### src/rtl/vga_timing_gen_if.sv
// Raster-side bundle: coordinates/blank out to the image blocks, colour back,
// and the re-aligned sync/colour pins toward the DAC.
interface vga_timing_gen_if;
    logic [9:0] pixel_x;
    logic [9:0] pixel_y;
    logic       blank_n;
    logic       frame_start;
    logic [7:0] img_red;
    logic [7:0] img_green;
    logic [7:0] img_blue;
    logic [7:0] vga_red;
    logic [7:0] vga_green;
    logic [7:0] vga_blue;
    logic       vga_hsync_n;
    logic       vga_vsync_n;
    logic       vga_blank_out_n;

    modport master (
        output pixel_x, pixel_y, blank_n, frame_start,
        output vga_red, vga_green, vga_blue, vga_hsync_n, vga_vsync_n, vga_blank_out_n,
        input  img_red, img_green, img_blue
    );

    modport slave (
        input  pixel_x, pixel_y, blank_n, frame_start,
        input  vga_red, vga_green, vga_blue, vga_hsync_n, vga_vsync_n, vga_blank_out_n,
        output img_red, img_green, img_blue
    );
endinterface

### src/rtl/vga_timing_gen.sv
// VGA raster timing: free-running h/v counters, registered stage-0 position,
// and a PIX_LAT-deep sync/blank delay so DAC pins line up with returned colour.
module vga_timing_gen #(
    parameter int H_ACTIVE = 640,
    parameter int H_FP     = 16,
    parameter int H_SYNC   = 96,
    parameter int H_BP     = 48,
    parameter int V_ACTIVE = 480,
    parameter int V_FP     = 10,
    parameter int V_SYNC   = 2,
    parameter int V_BP     = 33,
    parameter int PIX_LAT  = 1
) (
    input  logic              vga_clk,
    input  logic              arst_n,
    vga_timing_gen_if.master  vif
);
    localparam int H_TOTAL = H_ACTIVE + H_FP + H_SYNC + H_BP;
    localparam int V_TOTAL = V_ACTIVE + V_FP + V_SYNC + V_BP;

    localparam logic [9:0] H_LAST = 10'(H_TOTAL - 1);
    localparam logic [9:0] V_LAST = 10'(V_TOTAL - 1);
    localparam logic [9:0] H_ACT  = 10'(H_ACTIVE);
    localparam logic [9:0] V_ACT  = 10'(V_ACTIVE);
    localparam logic [9:0] HS_BEG = 10'(H_ACTIVE + H_FP);
    localparam logic [9:0] HS_END = 10'(H_ACTIVE + H_FP + H_SYNC - 1);
    localparam logic [9:0] VS_BEG = 10'(V_ACTIVE + V_FP);
    localparam logic [9:0] VS_END = 10'(V_ACTIVE + V_FP + V_SYNC - 1);

    typedef struct packed {
        logic hs;
        logic vs;
        logic blank;
    } sync_t;

    logic [9:0] h_cnt, v_cnt;
    logic [9:0] pixel_x, pixel_y;
    logic       frame_start;
    sync_t      pipe [PIX_LAT:0];

    logic [7:0] vga_red, vga_green, vga_blue;
    logic       vga_hsync_n, vga_vsync_n, vga_blank_out_n;

    always_ff @(posedge vga_clk or negedge arst_n) begin
        if (!arst_n) begin
            h_cnt <= '0;
            v_cnt <= '0;
        end else if (h_cnt == H_LAST) begin
            h_cnt <= '0;
            v_cnt <= (v_cnt == V_LAST) ? '0 : v_cnt + 10'd1;
        end else begin
            h_cnt <= h_cnt + 10'd1;
        end
    end

    // Stage 0 registers the counter position together with its decodes, so
    // the first edge out of reset shows (0,0) with blank_n and frame_start set.
    always_ff @(posedge vga_clk or negedge arst_n) begin
        if (!arst_n) begin
            pixel_x     <= '0;
            pixel_y     <= '0;
            frame_start <= 1'b0;
            for (int i = 0; i <= PIX_LAT; i++) pipe[i] <= '0;
        end else begin
            pixel_x        <= h_cnt;
            pixel_y        <= v_cnt;
            frame_start    <= (h_cnt == '0) && (v_cnt == '0);
            pipe[0].hs     <= (h_cnt >= HS_BEG) && (h_cnt <= HS_END);
            pipe[0].vs     <= (v_cnt >= VS_BEG) && (v_cnt <= VS_END);
            pipe[0].blank  <= (h_cnt < H_ACT) && (v_cnt < V_ACT);
            for (int i = 1; i <= PIX_LAT; i++) pipe[i] <= pipe[i-1];
        end
    end

    // Output register samples img_* on the same edge as the delayed blank.
    always_ff @(posedge vga_clk or negedge arst_n) begin
        if (!arst_n) begin
            vga_hsync_n     <= 1'b1;
            vga_vsync_n     <= 1'b1;
            vga_blank_out_n <= 1'b0;
            vga_red         <= '0;
            vga_green       <= '0;
            vga_blue        <= '0;
        end else begin
            vga_hsync_n     <= ~pipe[PIX_LAT].hs;
            vga_vsync_n     <= ~pipe[PIX_LAT].vs;
            vga_blank_out_n <= pipe[PIX_LAT].blank;
            vga_red         <= pipe[PIX_LAT].blank ? vif.img_red   : 8'h00;
            vga_green       <= pipe[PIX_LAT].blank ? vif.img_green : 8'h00;
            vga_blue        <= pipe[PIX_LAT].blank ? vif.img_blue  : 8'h00;
        end
    end

    assign vif.pixel_x         = pixel_x;
    assign vif.pixel_y         = pixel_y;
    assign vif.blank_n         = pipe[0].blank;
    assign vif.frame_start     = frame_start;
    assign vif.vga_red         = vga_red;
    assign vif.vga_green       = vga_green;
    assign vif.vga_blue        = vga_blue;
    assign vif.vga_hsync_n     = vga_hsync_n;
    assign vif.vga_vsync_n     = vga_vsync_n;
    assign vif.vga_blank_out_n = vga_blank_out_n;
endmodule

### src/flat_wrapper.sv
// flat-port wrapper written by rule: the top's interface ports become plain ports
module vga_timing_gen_flat 
#(
    parameter int H_ACTIVE = 640,
    parameter int H_FP     = 16,
    parameter int H_SYNC   = 96,
    parameter int H_BP     = 48,
    parameter int V_ACTIVE = 480,
    parameter int V_FP     = 10,
    parameter int V_SYNC   = 2,
    parameter int V_BP     = 33,
    parameter int PIX_LAT  = 1
)
  (vga_clk, arst_n, vif_pixel_x, vif_pixel_y, vif_blank_n, vif_frame_start, vif_vga_red, vif_vga_green, vif_vga_blue, vif_vga_hsync_n, vif_vga_vsync_n, vif_vga_blank_out_n, vif_img_red, vif_img_green, vif_img_blue);
  vga_timing_gen_if vif_i ();
  input  logic vga_clk;
  input  logic arst_n;
  output wire logic [$bits(vif_i.pixel_x)-1:0] vif_pixel_x;
  output wire logic [$bits(vif_i.pixel_y)-1:0] vif_pixel_y;
  output wire logic [$bits(vif_i.blank_n)-1:0] vif_blank_n;
  output wire logic [$bits(vif_i.frame_start)-1:0] vif_frame_start;
  output wire logic [$bits(vif_i.vga_red)-1:0] vif_vga_red;
  output wire logic [$bits(vif_i.vga_green)-1:0] vif_vga_green;
  output wire logic [$bits(vif_i.vga_blue)-1:0] vif_vga_blue;
  output wire logic [$bits(vif_i.vga_hsync_n)-1:0] vif_vga_hsync_n;
  output wire logic [$bits(vif_i.vga_vsync_n)-1:0] vif_vga_vsync_n;
  output wire logic [$bits(vif_i.vga_blank_out_n)-1:0] vif_vga_blank_out_n;
  input wire logic [$bits(vif_i.img_red)-1:0] vif_img_red;
  input wire logic [$bits(vif_i.img_green)-1:0] vif_img_green;
  input wire logic [$bits(vif_i.img_blue)-1:0] vif_img_blue;
  assign vif_pixel_x = vif_i.pixel_x;
  assign vif_pixel_y = vif_i.pixel_y;
  assign vif_blank_n = vif_i.blank_n;
  assign vif_frame_start = vif_i.frame_start;
  assign vif_vga_red = vif_i.vga_red;
  assign vif_vga_green = vif_i.vga_green;
  assign vif_vga_blue = vif_i.vga_blue;
  assign vif_vga_hsync_n = vif_i.vga_hsync_n;
  assign vif_vga_vsync_n = vif_i.vga_vsync_n;
  assign vif_vga_blank_out_n = vif_i.vga_blank_out_n;
  assign vif_i.img_red = vif_img_red;
  assign vif_i.img_green = vif_img_green;
  assign vif_i.img_blue = vif_img_blue;
  vga_timing_gen #(.H_ACTIVE(H_ACTIVE), .H_FP(H_FP), .H_SYNC(H_SYNC), .H_BP(H_BP), .V_ACTIVE(V_ACTIVE), .V_FP(V_FP), .V_SYNC(V_SYNC), .V_BP(V_BP), .PIX_LAT(PIX_LAT)) u_core (.vga_clk(vga_clk), .arst_n(arst_n), .vif(vif_i));
endmodule
### config.mk
export PLATFORM = sky130hd
export DESIGN_NAME = vga_timing_gen_flat
export DESIGN_NICKNAME = d
export VERILOG_FILES = /design/src/rtl/vga_timing_gen_if.sv /design/src/rtl/vga_timing_gen.sv /design/src/flat_wrapper.sv
export SDC_FILE = /design/constraint.sdc
export NUM_CORES = 1
export LEC_CHECK = 0
export BUFFER_PORTS_ARGS = -buffer_cell sky130_fd_sc_hd__buf_4
export CAP_MARGIN = 15
export CORE_MARGIN = 5
export CORE_UTILIZATION = 46
export DETAILED_ROUTE_END_ITERATION = 7
export PLACE_DENSITY = 0.75
export REMOVE_ABC_BUFFERS = 1
export SKIP_CTS_REPAIR_TIMING = 1
export SYNTH_ARGS = -nofsm -noshare
export SYNTH_HDL_FRONTEND = slang
export SYNTH_SLANG_ARGS = --single-unit
export TNS_END_PERCENT = 30
### constraint.sdc
create_clock -name vga_clk -period 1.4 [get_ports vga_clk]
set_input_delay 0.28 -clock vga_clk [delete_from_list [all_inputs] [get_ports vga_clk]]
set_output_delay 0.28 -clock vga_clk [all_outputs]
set_load 0.01 [all_outputs]
Word level (Yosys, flattened, before mapping)
Index checks and enable logic that the tools add are counted.
{"block": "totals", "regBits": 74, "out_inout_bits": 49, "elab_cells": 40}
{"block": "op_classes", "addsub": 2, "magnitude_cmp": 6, "eq_ne": 2, "muxes": 5, "bitwise_logic": 2, "n_reduce_logical": 6}
{"operator": "$mux W8", "n": 3}
{"operator": "$add A10 B1 Y10 const B", "n": 2}
{"operator": "$eq A10 B10 Y1 const B", "n": 2}
{"operator": "$logic_not A10 Y1", "n": 2}
{"operator": "$mux W10", "n": 2}
{"operator": "$ge A10 B10 Y1 const B", "n": 1}
{"operator": "$ge A10 B9 Y1 const B", "n": 1}
{"operator": "$le A10 B10 Y1 const B", "n": 1}
{"operator": "$le A10 B9 Y1 const B", "n": 1}
{"operator": "$lt A10 B10 Y1 const B", "n": 1}
{"operator": "$lt A10 B9 Y1 const B", "n": 1}
{"operator": "$logic_and A1 B1 Y1", "n": 4}
{"operator": "$not A1 Y1", "n": 2}

Longest topological paths before layout
Gate-level depths: netlist (run 1).
{"block": "logic_depth", "word_depth": 2, "depth_mapped": 6, "mapped_depth_nobuf": 6}

Least setup slack after synthesis (run 1)
No wires, ideal clock.
{"block": "synth_path", "path_type": "register -> register", "start": "register u_core.h_cnt[0]", "end": "register u_core.v_cnt[4]", "setup_ps": 125, "arrival_time_ps": 1441, "t_required_ps": 1275, "setup_slack_ps": -166, "stages_incl_launch_ff": 6, "n_path_buf": 0, "path_cell_list": "dfrtp_1 -> ha_1 -> and3_1 -> and4_4 -> nand4_1 -> mux2_4"}
{"block": "synth_via", "elab_chain_len": 1}
{"item": "start: declaration", "line_no": "vga_timing_gen.sv:36", "source": "logic [9:0] h_cnt, v_cnt;"}
{"item": "start signal: assignment", "line_no": "vga_timing_gen.sv:52", "source": "h_cnt <= h_cnt + 10'd1;"}
{"item": "$eq A10 B10 Y1", "line_no": "vga_timing_gen.sv:48", "source": "end else if (h_cnt == H_LAST) begin"}
{"item": "end signal: assignment", "line_no": "vga_timing_gen.sv:50", "source": "v_cnt <= (v_cnt == V_LAST) ? '0 : v_cnt + 10'd1;"}
{"item": "end: declaration", "line_no": "vga_timing_gen.sv:36"}
No other way between the ends.
A chain may end at the register's enable or synchronous reset.

Worst setup path after layout (run 1)
{"block": "layout_path", "start": "register u_core.h_cnt[6]", "end": "register u_core.v_cnt[4]"}
The elaborated chain is that of the path after synthesis.

==> results of run 1 <==
[flip-flops by register name, summed over array words and instances (netlist names), 5 cells and up]
name                  cells
u_core.h_cnt             10
u_core.v_cnt             10
u_core.vif.pixel_x       10
u_core.vif.pixel_y       10
u_core.vif.vga_blue       8
u_core.vif.vga_green      8
u_core.vif.vga_red        8
u_core.pipe               5
[metrics by stage]
| stage | instances | hold WS, ps |
|---|---|---|
| global placement | 364 | 210 |
| floorplan | 187 | -15.6 |
| finish | 385 | 153 |
| detailed placement | 364 | 206 |
| CTS | 380 | -163 |
| global route | 385 | 133 |
[final cells by class]
| type | count | area, sq um |
|---|---|---|
| flip-flops and latches | 74 | 1850 |
| fillers | 410 | 1750 |
| repair buffers | 110 | 842 |
| multi-input cells | 104 | 722 |
| clock buffers | 11 | 141 |
| clock inverters | 5 | 103 |
| well taps | 72 | 90.1 |
| inverters | 9 | 33.8 |
[logic make-up (layout without fill, tap and decap cells)]
logic type | Yosys count | in the layout | share of synthesized area [%]
fa+ha+maj | 4 | 4 | 1.91
flops | 74 | 74 | 70.7
buf+inv | 14 | 135 | 2.72
compound gates | 14 | 14 | 3.29
xor+xnor | 10 | 10 | 3.34
mux | 1 | 1 | 0.572
simple gates | 75 | 75 | 17.5
[worst register-to-register path, cell delays in order, from the launching register on]
cell     delay (ps)
dfrtp_1         420
nor4b_4         310
and4_4          290
nand4_1         120
mux2_4          310
[metal layers]
| metal | vias up | global-route usage (%) | wire [um] |
|---|---|---|---|
| li1 | 877 | - | - |
| met4 | 0 | 5.61 | 72 |
| met2 | 75 | 20.3 | 2230 |
| met1 | 873 | 23.7 | 2560 |
| met5 | - | 0 | 0 |
| met3 | 8 | 5.19 | 459 |
[worst paths after layout]
| path | from | to | cells after the start |
|---|---|---|---|
| setup / recovery | u_core.h_cnt[6] | u_core.v_cnt[4] | 4 |
| hold / removal | vif_img_red[1] | u_core.vif.vga_red[1] | 2 |
| setup reg to reg | u_core.h_cnt[6] | u_core.v_cnt[4] | 4 |
| hold reg to reg | u_core.pipe[2] | u_core.pipe[5] | 0 |
| max in group asynchronous | arst_n | u_core.pipe[1] | 3 |
| min in group asynchronous | arst_n | u_core.vif.vga_blue[7] | 2 |
[synthesized netlist by cell type (4+ instances only)]
library cell   n  area (sq um)
o21ai_0        5          25.0
nor4_1         5          31.3
and2_1        25           156
ha_1           4          50.1
nand4_1        8          50.1
and3_1         8          50.1
xnor2_1        7          61.3
dfrtp_1       72          1800
inv_1          9          33.8
nor2_1         8          30.0
nand3_1        8          40.0
[where the power goes]
part	internal (W)	switching [W]	total [W]	leakage (nW)
Sequential	0.00217	0.00000915	0.00218	0.932
Combinational	0.000114	0.0000885	0.000203	0.838
Clock	0.00123	0.000744	0.00197	0.120
Total	0.00352	0.000842	0.00436	1.89
==> flow_summary.json, run 1 <==
{
  "grt_pass1_vias": 1749,
  "ios": 75,
  "final_cell_mix": "buf_4, dfrtp_1, and2_1, clkbuf_8, inv_1",
  "cts_buffer_depth": 2,
  "gp_congestion": 0.792,
  "track_usage_pct": 15.5,
  "grt_max_degree": 29,
  "insertion_delay_ps": 330,
  "cts_tree": "built",
  "drc": 0,
  "ff2ff_setup_slack_ps": -160,
  "slowest_delay_ps": 420,
  "antenna_found_initial": 0,
  "ys.flop_type": "dfrtp_1",
  "final_nets": 338,
  "vdd_drop_max_mv": 0.619,
  "critPathBufInv": 0,
  "max-cap-violations": 0,
  "final_area_sq_um": 3790,
  "placed_area_sq_um": 3480,
  "crit_required_ps": 1620,
  "setup_viol": 11,
  "power_w": 0.00436,
  "h-tree-depth": 3,
  "p_per_area_nw_per_um2": 1150,
  "cp-end-kind": "flop",
  "path_clk_slew_ps": 80,
  "finalWirelength_mm": 5.32,
  "p_leak_nw": 1.89,
  "viasPerCell": 4.76,
  "min-delay-path-class": "primary input to flop",
  "synth_edf_count": 0,
  "critPathMaxFanout": 4,
  "netlist_instances": 192,
  "tightest_slew_ps": 503,
  "final_core_util_pct": 68.3,
  "syn_avg_cell_area_sq_um": 13.7,
  "initial_core_util_pct": 47.3,
  "tns_ps": -1030,
  "yosysSeqAreaShare_pct": 70.7,
  "cp_cell_sequence": "nor4b_4, and4_4, nand4_1, mux2_4",
  "rows": 27,
  "drive_above_1_share_pct": 43.1,
  "die_area_sq_um": 7310,
  "outcome": "finished, violations left",
  "overflow": 0,
  "slew-limit-headroom_pct": 66.5,
  "root_buffer": "clkbuf_8",
  "die_h_um": 85.5,
  "violations": "setup timing",
  "dp_slack_ps": -123,
  "wl_per_cell_um": 13.8,
  "insertedDiodeCount": 0,
  "io_buffers": 74,
  "grt_pass1_wl_mm": 8.78,
  "fmax_ghz": 0.643,
  "worstSetupPathType": "flop to flop",
  "die_w_um": 85.5,
  "critPathTopFamily": "simple AND/OR/NAND/NOR gates",
  "final_common_cell": "buf_4",
  "async_flop_share_pct": 100,
  "period_needed_ps": 1560,
  "min_period_over_period_pct": 111,
  "postRouteAntennaNets": 0,
  "hpwl_mm": 3.79,
  "synth.ff_latch_count": 74,
  "ys_types": 32,
  "syn_area_sq_um": 2620,
  "dr.first_iter.drc_count": 39,
  "arrival_ps": 1780,
  "drv_slew": 0,
  "vias": 1833,
  "hold_viol": 0,
  "clkSinkCount": 74,
  "firstDrtPassIters": 4,
  "design.core.area_sq_um": 5540,
  "grt_setup_unrepaired": "yes",
  "yosys_warnings": 0,
  "syn2layout_area_growth_pct": 44.4,
  "crit_slowest_cell": "dfrtp_1",
  "startpoint_type": "flop",
  "numCtsBuffers": 9,
  "setup_ws_ps": -156,
  "fin_skew_ps": 7.73
}
Power figures use the tool's default switching activity.
==> run 2, diff against run 1 <==
Settings changed: ABC_AREA from default to 1, CORE_UTILIZATION 46 to 50, PLACE_DENSITY 0.75 to 0.77.
Clock period 1.4 ns to 1.7 ns, I/O delays scaled along.
==> run 2 against run 1 <==
Against the previous run:
- the flow now finishes without violations
- largest power group unchanged
- sequential cell count unchanged
- cell count rose by 8.8%
- critical path depth grew 3
- synthesized area up 4.6%
- die area down 3.4%
- combinational power fell by 16%
- count of clock-buffer cells in the layout rose by 1
- sequential share of layout area rose by 2.5 points
- critical path type unchanged
==> flow_summary.json, run 2 <==
{
  "design.core.area_sq_um": 5410,
  "cts_tree": "built",
  "yosysTopAreaCellShare_pct": 65.7,
  "min_period_over_period_pct": 92.0,
  "final_area_sq_um": 3600,
  "arrival_ps": 1770,
  "yosys_warnings": 0,
  "yosys-top-cells-count": "dfrtp_1, nand2_1, inv_1",
  "power_frac_seq_pct": 55.9,
  "hp-start": "vif_img_red[3]",
  "drt-met1-wl_mm": 2.36,
  "critPathMaxFanout": 17,
  "yosysMostFrequentCell": "dfrtp_1",
  "insertedDiodeCount": 0,
  "initial_core_util_pct": 50.7,
  "die_w_um": 84.1,
  "r2r-start": "u_core.h_cnt[0]",
  "fmax_ghz": 0.640,
  "ios": 75,
  "p_per_area_nw_per_um2": 893,
  "drive_above_1_share_pct": 30.0,
  "highest_layer": "met4",
  "die_area_sq_um": 7070,
  "synth.largest_area_cell": "dfrtp_1",
  "clkSinkCount": 74,
  "ff2ff_setup_slack_ps": 140,
  "final_common_cell": "buf_4",
  "io_buffers": 74,
  "outcome": "finished clean",
  "antenna_found_initial": 0,
  "final_core_util_pct": 66.6,
  "netlist_instances": 256,
  "grt_pass1_vias": 1941,
  "grt_max_degree": 32,
  "hold_path_depth": 3,
  "period_needed_ps": 1560,
  "h-tree-depth": 3,
  "max-cap-violations": 0,
  "syn2layout_area_growth_pct": 31.3,
  "rows": 27,
  "worstSetupPathType": "flop to flop",
  "setup_ws_ps": 137,
  "routed-wl-met2_mm": 2.42,
  "grt_pass1_wl_mm": 9.15,
  "die_h_um": 84.1,
  "firstDrtPassIters": 4,
  "p_leak_nw": 2.00,
  "numCtsBuffers": 9,
  "wl_per_cell_um": 12.7,
  "root_buffer": "clkbuf_8",
  "path_clk_slew_ps": 80,
  "wl_met3_um": 464,
  "tightest_slew_ps": 712,
  "r2r_end": "u_core.v_cnt[5]",
  "final_nets": 372,
  "gp_congestion": 0.849,
  "dr.first_iter.drc_count": 79,
  "async_flop_share_pct": 100,
  "hpwl_mm": 3.86,
  "holdPathEnd": "u_core.vif.vga_red[3]",
  "switching_share_pct": 21.6,
  "postRouteAntennaNets": 0,
  "placed_area_sq_um": 3390,
  "drv_slew": 0,
  "crit_required_ps": 1910,
  "p_comb_share_pct": 5.3,
  "vias": 1962,
  "p_clk_share_pct": 38.8,
  "grt_setup_unrepaired": "no",
  "ys.flop_type": "dfrtp_1",
  "p_sw_w": 0.000693,
  "fin_skew_ps": 6.41,
  "ys_top_cells_by_area": "dfrtp_1, nand2_1, inv_1",
  "fillers": 436,
  "startpoint_type": "flop",
  "syn_area_sq_um": 2740,
  "viasPerCell": 4.68,
  "insertion_delay_ps": 330,
  "slew-limit-headroom_pct": 52.5,
  "internal_power_w": 0.00252,
  "syn_avg_cell_area_sq_um": 10.7,
  "tns_ps": 0,
  "overflow": 0,
  "final_cell_mix": "buf_4, dfrtp_1, nand2_1, inv_1, nor2_1",
  "hold_viol": 0,
  "ys_types": 25,
  "yosysSeqAreaShare_pct": 67.6,
  "r2r_cells": 7,
  "synth.ff_latch_count": 74,
  "cp-end-kind": "flop",
  "synth_edf_count": 0,
  "dp_slack_ps": 156,
  "vdd_drop_max_mv": 0.565,
  "finalWirelength_mm": 5.30,
  "cts_buffer_depth": 2,
  "min-delay-path-class": "primary input to flop",
  "setup_viol": 0,
  "track_usage_pct": 16.3,
  "drc": 0
}
==> run 2: per-layer routing <==
metal  track usage [%]  vias to the layer above
met5                 0                        -
met4              7.89                        0
met3              5.23                        4
met2              23.6                       77
met1              22.1                      929
li1                  -                      952
==> run 2: power groups by stage <==
stage / logic [W] / registers (W) / clock network [W]
2_1_floorplan: 0.0000207 / 0.00185 / 0
3_3_place_gp: 0.000170 / 0.00183 / 0
3_5_place_dp: 0.000172 / 0.00183 / 0
4_1_cts: 0.000173 / 0.00180 / 0.00129
5_1_grt: 0.000192 / 0.00180 / 0.00137
6_report: 0.000170 / 0.00180 / 0.00125
==> run 2: critical path, stage by stage (launching register included) <==
cell	delay, ps
dfrtp_1	410
ha_1	210
nand2_2	100
nor2_8	130
nand2_4	80
nor2_8	230
nand3_1	130
xnor2_1	150
==> run 2: cell type report <==
| class | count | area (sq um) | share of cell area, % |
|---|---|---|---|
| Tap cell | 72 | 90.1 | 2.50 |
| Multi-Input combinational cell | 133 | 693 | 19.2 |
| Clock buffer | 12 | 165 | 4.59 |
| Inverter | 46 | 173 | 4.80 |
| Timing Repair Buffer | 78 | 601 | 16.7 |
| Sequential cell | 74 | 1850 | 51.5 |
| Clock inverter | 4 | 25.0 | 0.695 |
==> run 2: per-stage QoR <==
step	total power (W)	cells	hold slack, ps
after CTS	0.00326	417	-87.1
after detailed placement	0.00200	401	273
after global routing	0.00335	419	185
after floorplan	0.00187	253	44.4
after global placement	0.00200	401	272
final	0.00321	419	197
==> run 2: worst max path at each step <==
stage / start / end / slack [ps] / cells past startpoint
floorplan: u_core.h_cnt[0] / u_core.v_cnt[6] / 310 / 7
global placement: u_core.h_cnt[0] / u_core.v_cnt[5] / 210 / 7
detailed placement: u_core.h_cnt[0] / u_core.v_cnt[5] / 160 / 7
CTS: u_core.h_cnt[0] / u_core.v_cnt[5] / 130 / 7
global route: u_core.h_cnt[0] / u_core.v_cnt[6] / 0.3 / 7
finish: u_core.h_cnt[0] / u_core.v_cnt[5] / 140 / 7
==> run 2: cell families (layout without fill, tap and decap cells) <==
family                   Yosys count  in the layout  share of synthesized area (%)
AND/OR/NAND/NOR                  111            111                           19.0
flip-flops                        74             74                           67.6
buffers and inverters             49            140                           7.12
AO/OA/AOI/OAI                     10             10                           1.92
XOR/XNOR                           8              8                           2.55
adder cells (fa/ha/maj)            4              4                           1.82
==> run 3, diff against run 2 <==
Settings changed: CTS_BUF_LIST from default to sky130_fd_sc_hd__clkbuf_16, MAX_ROUTING_LAYER from default to met4.
==> run 3 against run 2 <==
Against the previous run:
- count of clock-buffer cells in the layout shrank 3
- fmax grew 0.33%
- register-to-register slack is essentially flat
- non-clock buffer count is the same
- setup slack gained 5.1 ps
- critical path depth is the same
- critical path type unchanged
- highest routed layer unchanged
==> flow_summary.json, run 3 (synthesized netlist as in run 2, its figures left out) <==
{
  "dr.first_iter.drc_count": 79,
  "numCtsBuffers": 9,
  "viasPerCell": 4.66,
  "gp_congestion": 0.863,
  "vdd_drop_max_mv": 0.647,
  "io_buffers": 74,
  "final_area_sq_um": 3670,
  "ff2ff_setup_slack_ps": 140,
  "cts_tree": "built",
  "grt_setup_unrepaired": "no",
  "initial_core_util_pct": 50.7,
  "tightest_slew_ps": 714,
  "syn2layout_area_growth_pct": 33.9,
  "outcome": "finished clean",
  "postRouteAntennaNets": 0,
  "antenna_found_initial": 0,
  "final_common_cell": "buf_4",
  "grt.met2_usage_pct": 24.2,
  "slew-limit-headroom_pct": 52.4,
  "min_period_over_period_pct": 91.7,
  "root_buffer": "clkbuf_16",
  "setup_viol": 0,
  "post-place-cells": 401,
  "gr-usage-met1_pct": 22.5,
  "rows": 27,
  "p_per_area_nw_per_um2": 982,
  "cp-end-kind": "flop",
  "design.core.area_sq_um": 5410,
  "track_usage_pct": 17.3,
  "worstSetupPathType": "flop to flop",
  "grt_pass1_vias": 1944,
  "drv_slew": 0,
  "hold_viol": 0,
  "seq_area_sq_um": 1850,
  "path_clk_slew_ps": 50,
  "arrival_ps": 1770,
  "tns_ps": 0,
  "fin_cells": 419,
  "multi_input_area_sq_um": 693,
  "crit_required_ps": 1910,
  "grt_pass1_wl_mm": 9.32,
  "insertedDiodeCount": 0,
  "insertion_delay_ps": 320,
  "grt_max_degree": 32,
  "cts_buffer_depth": 2,
  "busiest_layer": "met2",
  "placed_area_sq_um": 3390,
  "fillers": 418,
  "fmax_ghz": 0.642,
  "max-cap-violations": 0,
  "p_leak_nw": 2.03,
  "critPathMaxFanout": 7,
  "die_area_sq_um": 7070,
  "finalWirelength_mm": 5.35,
  "vias": 1953,
  "clkSinkCount": 74,
  "firstDrtPassIters": 4,
  "final_cell_mix": "buf_4, dfrtp_1, nand2_1, inv_1, nor2_1",
  "drive_above_1_share_pct": 29.1,
  "final_nets": 372,
  "period_needed_ps": 1560,
  "overflow": 0,
  "wl_per_cell_um": 12.8,
  "ios": 75,
  "h-tree-depth": 3,
  "startpoint_type": "flop",
  "die_w_um": 84.1,
  "die_h_um": 84.1,
  "fin_skew_ps": 5.51,
  "min-delay-path-class": "primary input to flop",
  "met3_usage_pct": 5.13,
  "hpwl_mm": 3.86,
  "drc": 0
}
## run 3: final timing paths
path | start | end | depth (start not counted)
max in group asynchronous | arst_n | u_core.vif.pixel_x[8] | 3
max | u_core.h_cnt[0] | u_core.h_cnt[9] | 7
min reg2reg | u_core.pipe[1] | u_core.pipe[4] | 0
max reg2reg | u_core.h_cnt[0] | u_core.h_cnt[9] | 7
min | vif_img_red[3] | u_core.vif.vga_red[3] | 3
min in group asynchronous | arst_n | u_core.vif.vga_green[7] | 2
## run 3: stage by stage
stage	setup WS (ps)	hold WS [ps]	util [%]	power, W
5_1_grt	2.43	202	67.9	0.00375
3_3_place_gp	206	272	62.8	0.00200
2_1_floorplan	314	44.4	-	0.00187
4_1_cts	137	-69.9	67.6	0.00364
6_report	142	202	67.9	0.00360
3_5_place_dp	156	273	62.8	0.00200
## run 3: layout make-up
class,count,share of cell area [%]
Timing Repair Buffer,78,16.4
Inverter,46,4.70
Clock inverter,7,0.988
Clock buffer,9,6.13
Sequential cell,74,50.5
Tap cell,72,2.45
Multi-Input combinational cell,133,18.9
## run 3: power by group
| group | leakage [nW] | total [W] | internal, W | switching, W |
|---|---|---|---|---|
| clock network | 0.124 | 0.00164 | 0.000965 | 0.000671 |
| registers | 0.932 | 0.00180 | 0.00179 | 0.00000790 |
| logic | 0.973 | 0.000169 | 0.0000884 | 0.0000810 |
| total | 2.03 | 0.00360 | 0.00284 | 0.000760 |
## run 3: metal layers
metal  share of wire, %  up-vias  wire [um]
met2                 45       86       2400
met4                1.7        0         93
met3                8.3        7        444
li1                   -      953          -
met1                 45      907       2410
met5                  0        -          0
## run 3: critical path, stage by stage, from the launching register on
cell     delay (ps)
dfrtp_1         400
ha_1            210
nand2_2         100
nor2_8          140
nand4_1         290
nand2_1         150
nand2_1          60
o21a_1          100
